===== src/rtl/riscv_irq_arbiter.sv =====
// Interrupt source arbiter: latches edge/level interrupt lines into pending bits and presents
// the highest-level enabled pending line to the core interrupt controller through registers.
module riscv_irq_arbiter #(
    parameter int unsigned NUM_IRQ     = 32,
    parameter logic [63:0] EDGE_MASK   = 64'h0,
    parameter bit          PULP_SECURE = 1'b0
) (
    input  logic               clk,
    input  logic               rst_n,
    input  logic [NUM_IRQ-1:0] irq_i,
    input  logic               cfg_we_i,
    input  logic [9:0]         cfg_idx_i,
    input  logic               cfg_en_i,
    input  logic [7:0]         cfg_lev_i,
    input  logic               cfg_sec_i,
    input  logic               irq_ack_i,
    input  logic [9:0]         irq_ack_id_i,
    output logic               irq_pending_o,
    output logic [9:0]         irq_id_o,
    output logic [7:0]         irq_lev_o,
    output logic               irq_sec_o
);

    logic [NUM_IRQ-1:0] r_pending;
    logic [NUM_IRQ-1:0] r_irq_d;
    logic [NUM_IRQ-1:0] r_en;
    logic [NUM_IRQ-1:0] r_sec;
    logic [7:0]         r_lev [NUM_IRQ];

    logic               r_out_pending;
    logic [9:0]         r_out_id;
    logic [7:0]         r_out_lev;
    logic               r_out_sec;

    logic [NUM_IRQ-1:0] w_pending_d;
    logic               w_win_valid;
    logic [9:0]         w_win_id;
    logic [7:0]         w_win_lev;
    logic               w_win_sec;

    // Edge lines: a fresh rising edge beats a same-cycle ack; level lines just track the input.
    always_comb begin
        w_pending_d = '0;
        for (int i = 0; i < int'(NUM_IRQ); i++) begin
            if (EDGE_MASK[i]) begin
                w_pending_d[i] = (irq_i[i] & ~r_irq_d[i]) |
                                 (r_pending[i] & ~(irq_ack_i && (irq_ack_id_i == 10'(i))));
            end else begin
                w_pending_d[i] = irq_i[i];
            end
        end
    end

    // Strict '>' scanning upward keeps the lowest index on ties and rejects level 0.
    always_comb begin
        w_win_valid = 1'b0;
        w_win_id    = '0;
        w_win_lev   = '0;
        w_win_sec   = 1'b0;
        for (int i = 0; i < int'(NUM_IRQ); i++) begin
            if (r_pending[i] && r_en[i] && (r_lev[i] > w_win_lev)) begin
                w_win_valid = 1'b1;
                w_win_id    = 10'(i);
                w_win_lev   = r_lev[i];
                w_win_sec   = r_sec[i];
            end
        end
    end

    always_ff @(posedge clk) begin
        if (!rst_n) begin
            r_pending <= '0;
            r_irq_d   <= '0;
        end else begin
            r_pending <= w_pending_d;
            r_irq_d   <= irq_i;
        end
    end

    always_ff @(posedge clk) begin
        if (!rst_n) begin
            r_en  <= '0;
            r_sec <= '0;
            for (int i = 0; i < int'(NUM_IRQ); i++) begin
                r_lev[i] <= '0;
            end
        end else if (cfg_we_i) begin
            for (int i = 0; i < int'(NUM_IRQ); i++) begin
                if (cfg_idx_i == 10'(i)) begin
                    r_en[i]  <= cfg_en_i;
                    r_lev[i] <= cfg_lev_i;
                    r_sec[i] <= cfg_sec_i;
                end
            end
        end
    end

    // An ack forces a one-cycle bubble so an already-served id is never presented twice.
    always_ff @(posedge clk) begin
        if (!rst_n) begin
            r_out_pending <= 1'b0;
            r_out_id      <= '0;
            r_out_lev     <= '0;
            r_out_sec     <= 1'b0;
        end else if (irq_ack_i) begin
            r_out_pending <= 1'b0;
        end else if (w_win_valid) begin
            r_out_pending <= 1'b1;
            r_out_id      <= w_win_id;
            r_out_lev     <= w_win_lev;
            r_out_sec     <= PULP_SECURE ? w_win_sec : 1'b1;
        end else begin
            r_out_pending <= 1'b0;
        end
    end

    assign irq_pending_o = r_out_pending;
    assign irq_id_o      = r_out_id;
    assign irq_lev_o     = r_out_lev;
    assign irq_sec_o     = r_out_sec;

endmodule


===== config.mk =====
export PLATFORM = sky130hd
export DESIGN_NAME = riscv_irq_arbiter
export DESIGN_NICKNAME = d
export VERILOG_FILES = /design/src/rtl/riscv_irq_arbiter.sv
export SDC_FILE = /design/constraint.sdc
export NUM_CORES = 1
export LEC_CHECK = 0
export BUFFER_PORTS_ARGS = -buffer_cell sky130_fd_sc_hd__clkbuf_2
export CAP_MARGIN = 5
export CELL_PAD_IN_SITES_DETAIL_PLACEMENT = 1
export CELL_PAD_IN_SITES_GLOBAL_PLACEMENT = 1
export CORE_ASPECT_RATIO = 1.2
export CORE_MARGIN = 1.5
export CORE_UTILIZATION = 50
export CTS_CLUSTER_SIZE = 40
export DETAILED_ROUTE_END_ITERATION = 8
export GPL_TIMING_DRIVEN = 0
export PLACE_DENSITY_LB_ADDON = 0.1
export SYNTH_ARGS = -nofsm -noshare
export SYNTH_HDL_FRONTEND = slang
export SYNTH_SLANG_ARGS = --single-unit
export TNS_END_PERCENT = 20

===== constraint.sdc =====
create_clock -name clk -period 126.5 [get_ports clk]
set_input_delay 6.325 -clock clk [delete_from_list [all_inputs] [get_ports clk]]
set_output_delay 6.325 -clock clk [all_outputs]
set_load 0.01 [all_outputs]

==> reports/qor.yml, run 1 <==
start_util_pct: 50.5
cts_max_path_buffers: 3
clk_latency_ns: 0.58
ir_worst_vdd_mv: 0.0138
crit_fanout: 10
stdcell_area_mm2: 0.0251
cts_tree: "yes"
die_y_um: 236
max_slew.worst_pin.slew_ns: 1.27
place_area_mm2: 0.0237
io_buffers: 69
cts_buffers: 39
p_total_w: 0.000271
timing.final.setup_violations: 0
cap_violations: 0
async_flop_share_pct: 0
cts_setup_buffers: 0
rsz0062_at_grt: "false"
io_pins: 86
multiInputGateArea_mm2: 0.0122
fp-row-count: 85
first_pass_iters: 5
core_area_mm2: 0.0448
cts-htree-levels: 2
overflow: 0
first_global_vias: 20500
drv_slew: 0
viasPerCell: 5.97
gr-usage-all-layers_pct: 31.1
cpPeakStageDelay_ns: 0.81
cts.sinks: 335
period_share_pct: 56.9
dp_hpwl_um: 53500
num_vias: 18800
seqCellArea_mm2: 0.00927
critPathCaptureType: "flop"
total_leakage_power_nw: 9.90
status: "finished, final reports clean"
utilization_pct: 56.1
cts.repair.resized: 0
yosysWarnings: 0
worstSetupStartpointType: "flop"
synth_top_cell_by_area: "edfxtp_1"
syn_area_per_cell_um2: 9.45
worst-path-buf-inv: 43
synth.yosys.seq_area_share_pct: 41.0
clk_pin_slew_worst_paths_ns: 0.06
slowest_stage: "a221oi_2"
critical_path.top_delay_family: "compound AO/OA/AOI/OAI gates"
maxSlewHeadroom_pct: 14.6
fin_tns_setup_ns: 0
ant_nets: 0
min_path_type: "flop to flop"
synthCells: 2393
ys_types: 95
required_ns: 126.96
synth-edff-count: 256
grt_pass1_wl_um: 112000
syn-cell-area_mm2: 0.0226
synth_top_area_share_pct: 34.0
drive_above_1_share_pct: 11.5
drtIter0Drc: 974
cp_common_cell: "ha_1"
antenna_found_initial: 5
postCtsHoldBufs: 0
area_growth_pct: 11.1
synth_seq_cells: 335
drt_wl_total_um: 71500
clock.fmax_ghz: 0.0139
synth.most_common_cell: "nor2_1"
hold_viol: 0
routedWlPerCell_um: 22.6
drc_errors: 0
gp_congestion: 0.949
yosys-top-cells-area: "edfxtp_1 (34%), ha_1 (12%), dfxtp_1 (7.0%)"
arrival_ns: 72.44
period_minus_slack_ns: 71.99
grt_max_degree: 15
dieArea_mm2: 0.0465
criticalPathCategory: "flop to flop"
synth_ff_type: "edfxtp_1"
ctsRootBufferMaster: "clkbuf_16"
num-nets-final: 2802
powerDensity_mw_per_mm2: 10.8
synth_common_cells: "nor2_1 (289), edfxtp_1 (256), inv_1 (230)"
die_w_um: 197
finClkSkew_ns: 0.0314
fill_cells: 5091
worst paths after layout:
check / from / end / slack, ns / cells past startpoint
max: r_en[0] / irq_lev_o[1] / 54.51 / 312
min reg2reg: r_en[6] / r_en[6] / 0.50 / 2
max reg2reg: r_en[0] / irq_lev_o[1] / 54.51 / 312
min: r_en[6] / r_en[6] / 0.50 / 2
worst reg2reg max path: cells and delay by family, from the launching register on:
kind / cells / cell delay [ns]
AOI/OAI and AO/OA: 133 / 31.57
and+or+nand+nor: 85 / 14.27
buffers and inverters: 43 / 9.56
adders and majority gates: 31 / 8.80
muxes: 20 / 7.32
DFF: 1 / 0.37
sequential cells by signal, indices dropped and copies added (netlist names):
register       count
irq_sec_o          1
r_lev            256
r_en              32
irq_lev_o          8
irq_pending_o      1
irq_id_o           5
r_pending         32
cell usage in the layout, fill, tap and decap left out, types with 16 or more instances in the layout:
cell	count
mux2i_1	74
a31oi_1	32
nand2_1	207
dfxtp_1	79
nor2b_1	27
o211ai_1	16
clkbuf_2	69
clkbuf_16	42
o21ai_0	116
clkbuf_1	62
mux2_2	90
nor2_1	289
nand2b_1	25
o21a_1	17
nand3_1	58
o31ai_1	18
and3_1	20
edfxtp_1	256
a21oi_1	114
nand4_1	39
nor3_1	33
a21o_1	64
inv_1	230
ha_1	220
and2_1	51
stage by stage:
step	hold slack (ns)	instances	setup WS (ns)
6_report	0.495	3157	54.51
4_1_cts	0.502	3149	54.65
2_1_floorplan	0.454	2397	69.25
3_3_place_gp	0.477	3075	57.35
3_5_place_dp	0.488	3077	55.57
5_1_grt	0.548	3156	48.69
where the power goes:
group	switching (W)	internal [W]	total, W
clock	0.0000493	0.0000693	0.000119
sequential	0.00000414	0.000125	0.000129
combinational	0.0000154	0.00000831	0.0000237
final cells by class:
| type | instances | share of cell area (%) |
|---|---|---|
| Antenna cell | 1 | 0.00996 |
| Buffer | 71 | 1.26 |
| Clock buffer | 51 | 4.48 |
| Clock inverter | 21 | 0.802 |
| Inverter | 234 | 3.50 |
| Multi-Input combinational cell | 1757 | 48.5 |
| Sequential cell | 335 | 36.9 |
| Tap cell | 609 | 3.03 |
| Timing Repair Buffer | 78 | 1.57 |
kinds of logic (layout without fill, tap and decap cells):
| logic type | Yosys count | in the layout | share of synthesized area [%] |
|---|---|---|---|
| mux | 170 | 170 | 8.11 |
| xor+xnor | 11 | 11 | 0.426 |
| other cells | 1 | 6 | 0.0166 |
| compound gates | 539 | 539 | 16.2 |
| flops | 335 | 335 | 41.0 |
| simple gates | 809 | 809 | 16.6 |
| fa+ha+maj | 223 | 223 | 12.3 |
| buf+inv | 305 | 455 | 5.28 |
per-layer routing:
| metal | wire [µm] | global-route usage (%) |
|---|---|---|
| met1 | 27900 | 34.7 |
| met2 | 37400 | 57.7 |
| met3 | 2790 | 4.65 |
| met4 | 3270 | 14.1 |
| met5 | 50 | 0 |
Note: power is estimated with default switching activity, not from simulation.
==> run 2, diff against run 1 <==
CORE_UTILIZATION = 45   (was 50)
clock period = 64.1 ns   (was 126.5 ns; I/O delays follow)
==> run 2 against run 1 <==
Critical path depth decreased by 1. Routed wire length increased by 0.35%. Clock power increased by 86%. Non-clock buffer count increased by 43. Flip-flop and latch count unchanged. Via count unchanged. Register-to-register slack got worse by 51 ns. Global-route usage decreased by 3.8 points. Critical path type unchanged. Highest routed layer unchanged.
==> reports/qor.yml, run 2 (synthesis gave the netlist of run 1 again) <==
status: "finished, final reports clean"
clock.fmax_ghz: 0.0165  # +19%
required_ns: 64.62  # -62.34 ns
ir_worst_vdd_mv: 0.0197  # +43%
area_growth_pct: 15.5
diodes: 0  # -1
largest_register: "r_lev"
cts-htree-levels: 2  # unchanged
routedWlPerCell_um: 22.2  # -1.9%
drv_slew: 0  # unchanged
maxSlewHeadroom_pct: 16.7  # +2.1 points
crit_fanout: 10  # unchanged
postCtsHoldBufs: 0  # unchanged
num-nets-final: 2847  # +1.6%
io_buffers: 69  # unchanged
stdcell_area_mm2: 0.0261  # +4.0%
gp_congestion: 0.909  # -4.2%
gr-usage-all-layers_pct: 27.3  # -3.8 points
fp-row-count: 89  # +4.7%
cts_max_path_buffers: 3  # unchanged
hold_viol: 0  # unchanged
reg2reg_from: "r_en[0]"
critPathCaptureType: "flop"
ant_nets: 0  # unchanged
top_regs: "r_lev: 256 flops, r_en: 32 flops, r_pending: 32 flops"
grt_max_degree: 15  # unchanged
cpPeakStageDelay_ns: 0.53  # -0.28 ns
slowest_stage: "or3b_2"
cp_common_cell: "ha_1"
crit_end: "irq_id_o[3]"
most-common-layout-cells: "nor2_1 (281), edfxtp_1 (256), inv_1 (230)"
r2r.worst_path.cells: 311  # -0.32%
rrSetupSlack_ns: 3.63  # -50.88 ns
dieArea_mm2: 0.0516  # +11%
largest_reg_flops: 256  # unchanged
cts_buffers: 41  # +5.1%
p_total_w: 0.000524  # +93%
hold_ws_ns: 0.493  # -0.00235 ns
cts_tree: "yes"
total_leakage_power_nw: 10.2  # +3.0%
arrival_ns: 60.99  # -11.45 ns
clk_latency_ns: 0.58  # about the same
antenna_found_initial: 7  # +2
finClkSkew_ns: 0.0342  # +0.00276 ns
grt_pass1_wl_um: 110000  # -1.9%
final_common_cell: "nor2_1"
drive_above_1_share_pct: 16.5  # +4.9 points
core_area_mm2: 0.0494  # +10%
period_minus_slack_ns: 60.47  # -11.52 ns
clk_pin_slew_worst_paths_ns: 0.06  # about the same
dp_hpwl_um: 53900  # +0.71%
first_global_vias: 19900  # -2.8%
fin_tns_setup_ns: 0  # unchanged
max_slew.worst_pin.slew_ns: 1.24  # -0.0304 ns
r2r-end: "irq_id_o[3]"
first_pass_iters: 5  # unchanged
criticalPathCategory: "flop to flop"
worstSetupStartpointType: "flop"
die_y_um: 249  # +5.3%
utilization_pct: 52.8  # -3.3 points
place_area_mm2: 0.0238  # +0.17%
timing.final.setup_violations: 0  # unchanged
drtIter0Drc: 995  # +2.2%
drt_wl_total_um: 71700  # +0.35%
powerDensity_mw_per_mm2: 20.0  # +86%
num_vias: 18800  # unchanged
overflow: 0  # unchanged
drc_errors: 0  # unchanged
period_share_pct: 94.3  # +37 points
start_util_pct: 45.7  # -4.8 points
cts.sinks: 335  # unchanged
die_w_um: 208  # +5.3%
cap_violations: 0  # unchanged
min_path_type: "flop to flop"
viasPerCell: 5.83  # -2.3%
critPathLaunch: "r_en[0]"
io_pins: 86  # unchanged
ctsRootBufferMaster: "clkbuf_16"
run 2: cell types whose count changed in the layout (fill, tap and decap cells not counted), sizes merged:
cell      before  now
clkinv        17    9
bufinv         3    0
clkbuf       178  190
diode          1    0
buf           22   70
clkinvlp       1    0
inv          234  232
run 2: cell type report:
type	count	area, µm²
Fill cell	5638	23300
Multi-Input combinational cell	1757	12800
Sequential cell	335	9270
Clock buffer	68	1200
Inverter	234	878
Timing Repair Buffer	127	798
Tap cell	637	797
Buffer	65	349
Clock inverter	7	46.3
run 2: critical path: cells and delay by family (launching register included):
family / cells / cell delay, ns
AOI/OAI and AO/OA: 137 / 26.37
adders and majority gates: 32 / 9.33
buffers and inverters: 46 / 6.28
DFF: 1 / 0.36
muxes: 20 / 6.08
and+or+nand+nor: 76 / 11.72
run 2: what timing repair did:
action,CTS,global route
hold endpoints to repair,0,0
pin swaps,7,23
setup endpoints to repair,15,15
setup buffers,13,37
resized for setup,56,110
run 2: how the worst min path moves through the flow:
stage,depth (start not counted),end,startpoint
finish,2,r_en[18],r_en[18]
global route,2,r_en[18],r_en[18]
CTS,2,r_en[18],r_en[18]
detailed placement,2,r_en[18],r_en[18]
global placement,2,r_en[18],r_en[18]
floorplan,2,r_en[22],r_en[22]
run 2: stage by stage:
stage / setup WS (ns) / cells
floorplan: 6.85 / 2397
global placement: -5.51 / 3103
detailed placement: -6.63 / 3106
CTS: 0.00308 / 3193
global route: -0.285 / 3230
finish: 3.63 / 3230
run 2: where the power goes:
part           total [W]  switching, W  internal (W)
logic          0.0000481     0.0000311     0.0000170
registers       0.000255    0.00000845      0.000246
clock network   0.000221     0.0000937      0.000127
total           0.000524      0.000133      0.000390
run 2: metal layers:
metal  global-route usage (%)  wire length, µm
met5                        0               69
met4                     10.4             2710
met3                     3.99             2620
met2                     51.7            37900
met1                     30.6            28400
